## src/rtl/fc_120_ctrl_if.sv

```systemverilog
// rtl/fc_120_ctrl_if.sv - weight-memory and result-stream bundle for fc_120_ctrl
//
// Signals:
//   w_rd_en    master->slave  weight/bias memory read strobe
//   w_addr     master->slave  neuron index for weight row and bias
//   fc_sum     slave->master  signed datapath sum, RD_LAT cycles after w_rd_en
//   res_data   master->slave  signed result (after optional ReLU)
//   res_idx    master->slave  neuron index of res_data
//   res_valid  master->slave  result-available flag
//   res_ready  slave->master  downstream accept
interface fc_120_ctrl_if #(
    parameter int OUT_WIDTH  = 64,
    parameter int ADDR_WIDTH = 7
);
    logic                  w_rd_en;
    logic [ADDR_WIDTH-1:0] w_addr;
    logic [OUT_WIDTH-1:0]  fc_sum;
    logic [OUT_WIDTH-1:0]  res_data;
    logic [ADDR_WIDTH-1:0] res_idx;
    logic                  res_valid;
    logic                  res_ready;

    modport master (
        output w_rd_en, w_addr, res_data, res_idx, res_valid,
        input  fc_sum, res_ready
    );

    modport slave (
        input  w_rd_en, w_addr, res_data, res_idx, res_valid,
        output fc_sum, res_ready
    );
endinterface

```

## src/rtl/fc_120_ctrl.sv

```systemverilog
// rtl/fc_120_ctrl.sv - neuron sequencer for the 120-input fully-connected layer
//
// Walks neuron indices 0..NUM_NEURONS-1 on a start pulse: fetch weights/bias,
// wait out the memory latency, capture the datapath sum, hand it downstream.
//
// Optional feature macro: FC_RELU_EN (defined: negative sums captured as 0).
//
// Ports:
//   clk    in   clock, rising edge
//   rst_n  in   asynchronous active-low reset
//   start  in   single-cycle pass request, honoured only in IDLE
//   busy   out  high while a pass is in progress
//   done   out  one-cycle pulse after the final result handshake
//   bus    master modport of fc_120_ctrl_if (memory read + result stream)
module fc_120_ctrl #(
    parameter int BIT_WIDTH   = 32,
    parameter int OUT_WIDTH   = 64,
    parameter int NUM_NEURONS = 84,
    parameter int ADDR_WIDTH  = 7,
    parameter int RD_LAT      = 1
) (
    input  logic          clk,
    input  logic          rst_n,
    input  logic          start,
    output logic          busy,
    output logic          done,
    fc_120_ctrl_if.master bus
);
    localparam int CW = (RD_LAT > 1) ? $clog2(RD_LAT) : 1;
    localparam logic [ADDR_WIDTH-1:0] LAST_N = ADDR_WIDTH'(NUM_NEURONS - 1);

    generate
        if (BIT_WIDTH < 1 || RD_LAT < 1 || NUM_NEURONS < 1 ||
            NUM_NEURONS > (1 << ADDR_WIDTH)) begin : g_bad_params
            $error("fc_120_ctrl: illegal parameter combination");
        end
    endgenerate

    typedef enum logic [1:0] {
        S_IDLE,
        S_FETCH,
        S_WAIT,
        S_OUT
    } state_t;

    state_t                state;
    logic [ADDR_WIDTH-1:0] n;
    logic [CW-1:0]         cnt;
    logic [OUT_WIDTH-1:0]  sum_act;

    always_comb begin
        sum_act = bus.fc_sum;
`ifdef FC_RELU_EN
        if (bus.fc_sum[OUT_WIDTH-1]) begin
            sum_act = '0;
        end
`endif
    end

    // w_rd_en and w_addr are set on the edge that enters FETCH so they are
    // registered outputs aligned exactly with the FETCH cycle.
    always_ff @(posedge clk or negedge rst_n) begin
        if (!rst_n) begin
            state         <= S_IDLE;
            n             <= '0;
            cnt           <= '0;
            busy          <= 1'b0;
            done          <= 1'b0;
            bus.w_rd_en   <= 1'b0;
            bus.w_addr    <= '0;
            bus.res_data  <= '0;
            bus.res_idx   <= '0;
            bus.res_valid <= 1'b0;
        end else begin
            done <= 1'b0;
            case (state)
                S_IDLE: begin
                    if (start) begin
                        state       <= S_FETCH;
                        n           <= '0;
                        bus.w_addr  <= '0;
                        bus.w_rd_en <= 1'b1;
                        busy        <= 1'b1;
                    end
                end
                S_FETCH: begin
                    bus.w_rd_en <= 1'b0;
                    cnt         <= CW'(RD_LAT - 1);
                    state       <= S_WAIT;
                end
                S_WAIT: begin
                    if (cnt == '0) begin
                        bus.res_data  <= sum_act;
                        bus.res_idx   <= n;
                        bus.res_valid <= 1'b1;
                        state         <= S_OUT;
                    end else begin
                        cnt <= cnt - CW'(1);
                    end
                end
                S_OUT: begin
                    if (bus.res_ready) begin
                        bus.res_valid <= 1'b0;
                        if (n == LAST_N) begin
                            state <= S_IDLE;
                            busy  <= 1'b0;
                            done  <= 1'b1;
                        end else begin
                            n           <= n + ADDR_WIDTH'(1);
                            bus.w_addr  <= n + ADDR_WIDTH'(1);
                            bus.w_rd_en <= 1'b1;
                            state       <= S_FETCH;
                        end
                    end
                end
                default: state <= S_IDLE;
            endcase
        end
    end
endmodule

```

## src/flat_wrapper.sv

```systemverilog
// flat-port wrapper written by rule: the top's interface ports become plain ports
module fc_120_ctrl_flat 
#(
    parameter int BIT_WIDTH   = 32,
    parameter int OUT_WIDTH   = 64,
    parameter int NUM_NEURONS = 84,
    parameter int ADDR_WIDTH  = 7,
    parameter int RD_LAT      = 1
)
  (clk, rst_n, start, busy, done, bus_w_rd_en, bus_w_addr, bus_res_data, bus_res_idx, bus_res_valid, bus_fc_sum, bus_res_ready);
  fc_120_ctrl_if #(.OUT_WIDTH(OUT_WIDTH), .ADDR_WIDTH(ADDR_WIDTH)) bus_i ();
  input  logic clk;
  input  logic rst_n;
  input  logic start;
  output logic busy;
  output logic done;
  output wire logic [$bits(bus_i.w_rd_en)-1:0] bus_w_rd_en;
  output wire logic [$bits(bus_i.w_addr)-1:0] bus_w_addr;
  output wire logic [$bits(bus_i.res_data)-1:0] bus_res_data;
  output wire logic [$bits(bus_i.res_idx)-1:0] bus_res_idx;
  output wire logic [$bits(bus_i.res_valid)-1:0] bus_res_valid;
  input wire logic [$bits(bus_i.fc_sum)-1:0] bus_fc_sum;
  input wire logic [$bits(bus_i.res_ready)-1:0] bus_res_ready;
  assign bus_w_rd_en = bus_i.w_rd_en;
  assign bus_w_addr = bus_i.w_addr;
  assign bus_res_data = bus_i.res_data;
  assign bus_res_idx = bus_i.res_idx;
  assign bus_res_valid = bus_i.res_valid;
  assign bus_i.fc_sum = bus_fc_sum;
  assign bus_i.res_ready = bus_res_ready;
  fc_120_ctrl #(.BIT_WIDTH(BIT_WIDTH), .OUT_WIDTH(OUT_WIDTH), .NUM_NEURONS(NUM_NEURONS), .ADDR_WIDTH(ADDR_WIDTH), .RD_LAT(RD_LAT)) u_core (.clk(clk), .rst_n(rst_n), .start(start), .busy(busy), .done(done), .bus(bus_i));
endmodule
```

## config.mk

```make
export PLATFORM = sky130hd
export DESIGN_NAME = fc_120_ctrl_flat
export DESIGN_NICKNAME = d
export VERILOG_FILES = /design/src/rtl/fc_120_ctrl_if.sv /design/src/rtl/fc_120_ctrl.sv /design/src/flat_wrapper.sv
export SDC_FILE = /design/constraint.sdc
export NUM_CORES = 1
export LEC_CHECK = 0
export ABC_CLOCK_PERIOD_IN_PS = 2000
export CORE_MARGIN = 2
export CORE_UTILIZATION = 30
export CTS_CLUSTER_SIZE = 40
export DETAILED_ROUTE_END_ITERATION = 16
export HOLD_SLACK_MARGIN = 0.06
export SYNTH_ARGS = -nofsm -noshare
export SYNTH_HDL_FRONTEND = slang
export SYNTH_SLANG_ARGS = --single-unit
export TNS_END_PERCENT = 50
```

## constraint.sdc

```tcl
create_clock -name clk -period 2 [get_ports clk]
set_input_delay 0.3 -clock clk [delete_from_list [all_inputs] [get_ports clk]]
set_output_delay 0.3 -clock clk [all_outputs]
set_load 0.1 [all_outputs]
```

Word-level counts from Yosys, hierarchy flattened
Index checks and enable logic that the tools add are counted.

Register bits after elaboration: 85. Input port bits: 68. Output and inout port bits: 82. Word-level logic and storage cells: 56.

$add $sub $neg: 2. Equal/unequal tests: 9. Multiplexer cells: 24. Bitwise logic cells: 1. Reduce and logical (&&, ||, !) cells: 11.

Operators by type and width (count): $mux W7 (3); $pmux W7 S2 (1); $mux W1 (12); $reduce_and A4 Y1 (3); $ne A2 B2 Y1 const B (4); $pmux W2 S4 (1); $add A7 B1 Y7 const B (1); $eq A7 B7 Y1 const B (1); $mux W2 (3); $pmux W1 S2 (3); $reduce_and A3 Y1 (2); $reduce_bool A2 Y1 (3); $eq A2 B2 Y1 const B (2); $pmux W1 S3 (1); $reduce_bool A3 Y1 (1); $eq A2 B1 Y1 const B (1); $logic_not A2 Y1 (1); $ne A2 B1 Y1 const B (1); $reduce_and A2 Y1 (1); $not A1 Y1 (1); $sub A1 B1 Y1 const B (1).

Longest topological paths before layout
Depth after elaboration: 4. Gate-level depth with buffers: 7. Depth with buffers taken out: 6.

Worst setup path after synthesis
Ideal clock, no wire load.

Path kind: register -> register. From: reg, netlist name u_core.bus.w_addr[0]. To: reg u_core.bus.w_addr[6]. Library setup time: 0.129 ns. Arrival: 1.872 ns. Required time: 1.871 ns. Path slack: 0.000 ns. Cell stages (with the launch flop): 6. Buffers on the path: 0. Period minus slack after synthesis: 2.000 ns. Cells stage by stage: dfrtp_1 -> ha_1 -> nand3_1 -> nor2_1 -> mux2i_1 -> o21ai_0.

RTL lines: to (signal assigned) (RTL line fc_120_ctrl.sv:110) `bus.w_addr <= n + ADDR_WIDTH'(1);`; to (decl) (RTL line fc_120_ctrl_if.sv:24) `output w_rd_en, w_addr, res_data, res_idx, res_valid,`.

Worst setup path in the final report
From: reg u_core.state[0]. To: reg u_core.bus.w_addr[0].

Word-level cells in the longest chain between the ends: 3. Elaborated cells on any way between the ends: 8. Classes of those cells: eq/ne (4); mux (1); reduce/logical (3).

RTL lines: from (decl) (RTL line fc_120_ctrl.sv:46) `state_t state;`; from (signal assigned) (RTL line fc_120_ctrl.sv:64) `state <= S_IDLE;`; from (signal assigned) (RTL line fc_120_ctrl.sv:79) `state <= S_FETCH;`; from (signal assigned) (RTL line fc_120_ctrl.sv:89) `state <= S_WAIT;`; $eq A2 B2 Y1 / $logic_not A2 Y1 (equally long branches) (RTL line fc_120_ctrl.sv:76) `case (state)`; $ne A2 B2 Y1 (no line) / $reduce_bool A2 Y1 (equally long branches); $reduce_and A4 Y1 (no line).

Parallel ways exist; a longest one is shown, timed or not. A chain may end at the register's enable or synchronous reset.

==> metrics <==
relative slew slack=0.709; critical path launch point type=register; WL/cell=between 10 and 15 um; Synth Flop Type=dfrtp_1; Max Freq=0.540 GHz; post-synthesis sequential element count=between 80 and 90; grt total ovfl=0; setup_tns=0 ns; outcome=finished clean; endpoints failing setup=0; worst r2r src=u_core.state[0]; sequential area share after synthesis=0.621; max-slew violations=0; Slew @ Worst Pin=0.435 ns; minimum clock period=1.85 ns; Critical Path Stages=6; Async SR Flop Fraction=1.00; Via density=4.58; Port-buffer cells=149; fin util=0.475; Ys Warns=0; GRT Total Usage=0.125; worst setup path category=register to register; worst-skew pair later-pin latency=0.33 ns; TritonCTS clock tree=yes; Synth Net Count=310; Fill cells=999; Reg2Reg Depth=6; Yosys top cell area share=0.621; Core ar.=10900 um^2; largest net degree at the start of global routing=between 40 and 50; Critical Path AT=between 2 and 2.5 ns; Critical path origin=u_core.state[0]; clock root buffer master=clkbuf_16; # H-tree levels=3; Top-Level Pins=150; worst-path maximum fanout=7; Fin. Hold Viols=0; required time of the critical path=2.26 ns; Starting Density=0.310; Die Area=12200 um^2; Detailed Routing Iterations Pass 1=4; antenna viol nets, final=0; MaxCap Viol Count=0; final WL=between 7000 and 8000 um; Crit. End Element=register; Critical-path top delay cell=dfrtp_1; die height=110 um; Commonest cells post-synth=dfrtp_1, mux2_2, nand2_1; internal reg-to-reg setup slack=0.15 ns; Syn Inst Count=236; # clock sinks=84; Longest Clk Path Bufs=2; Reg-to-Reg End=u_core.bus.w_addr[0]; Die Wd=about 110 um; Hold WC Path Type=input port to asynchronous set/reset pin; DP HPWL=5690 um; n_diodes=0; drc violations=0; buffer count from post-CTS setup fixing=0; initial antenna violation count=0; hold_ws=0.433 ns; WP buf/inv=1; Std-Cell Rows=38; Mapped Area=around 3400 um^2; RSZ-0062 raised after global routing=no; number of synthesized flops with an enable pin=0; Syn Area/Cell=14.3 um^2; clk_skew=0.00485 ns; first-pass GRT wire length=11600 um; top post-synthesis cells by area=dfrtp_1, mux2_2, ha_1; CTS buffer count=9; area grow syn2layout=53.5%; most frequent cell after synthesis=dfrtp_1; layout cells sized above 1=0.458; vias=2462; Crit path largest cell delay=0.41 ns; crit-path cells=inv_1 > ha_1 > nor2b_2 > or2_1 > or4_1 > nand3_1; number of global-route vias before repair=about 2400; RD Place Congestion=between 0.7 and 0.8; clock slew at reported path FFs=0.06 ns; Worst Setup EP=u_core.bus.w_addr[0]; initial DRC count=87; library cells used by synthesis=30; Synth area leader=dfrtp_1; Tcrit/Tclk final=0.925; crit-path leading delay family=simple AND/OR/NAND/NOR gates; Final #Nets=467
==> how the worst min path moves through the flow <==
stage | end | cells after the start
after global placement | u_core.state[0] | 1
after CTS | u_core.state[0] | 2
final | u_core.state[0] | 2
after floorplan | u_core.bus.res_data[0] | 0
after detailed placement | u_core.state[0] | 1
after global routing | u_core.bus.res_data[25] | 2
==> logic make-up (layout without fill, tap and decap cells) <==
kind of cell,count (synthesis),count (layout),share of synthesized area
adder cells (fa/ha/maj),6,6,0.0222
buffers and inverters,14,175,0.0185
AO/OA/AOI/OAI,18,18,0.0307
AND/OR/NAND/NOR,40,40,0.0628
flip-flops,84,84,0.621
multiplexers,74,74,0.245
==> layout make-up <==
cell class	instances	area (um^2)	area share
sequential	84	2100	0.405
timing repair buffer	156	1380	0.265
multi-input combinational	138	1240	0.238
clock buffer	10	239	0.0460
tap	140	175	0.0337
clock inverter	5	52.6	0.0101
inverter	4	15.0	0.00289
==> cells in the final DEF (no fill, tap or decap), types with 3 or more instances in the layout <==
cell type / n
a21oi_1: 5
buf_12: 3
buf_4: 86
clkbuf_16: 9
clkdlybuf4s50_1: 66
clkinv_2: 3
dfrtp_1: 83
ha_1: 5
inv_1: 4
mux2_2: 71
mux2i_1: 3
nand2_1: 9
nand3_1: 8
nor2_1: 4
nor2b_1: 3
o21ai_0: 7
==> stage by stage <==
step	instances	area [um^2]	worst slack (ns)
4_1_cts	537	5190	0.0746
5_1_grt	537	5200	0.0716
3_5_place_dp	521	4890	0.0769
6_report	537	5200	0.150
3_3_place_gp	521	4890	0.203
2_1_floorplan	236	3390	0.000402
==> layer usage <==
layer  wire length (um)  share of wire  vias up  global-route usage
met2               3550           0.45      108               0.189
li1                   -              -     1151                   -
met3                702          0.089        7              0.0359
met5                  0              0        -                   0
met4                 89          0.011        0              0.0589
met1               3530           0.45     1196               0.164
==> repair_timing <==
| item | in CTS | in global routing |
|---|---|---|
| endpoints found under the setup margin | 0 | 1 |
| hold buffers | 1 | 0 |
| hold endpoints to repair | 27 | 0 |
| resized for setup | 0 | 1 |
==> registers in the layout, summed over array words and instances (netlist names) <==
name and flops:
u_core.bus.w_addr 7, u_core.bus.res_valid 1, u_core.state 2, u_core.bus.w_rd_en 1, u_core.busy 1, u_core.bus.res_data 64
u_core.bus.res_idx 7, u_core.done 1
Power is left out: the tool's default activity adds up to more than one toggle a clock period on the data nets, which glitch-free logic cannot reach.
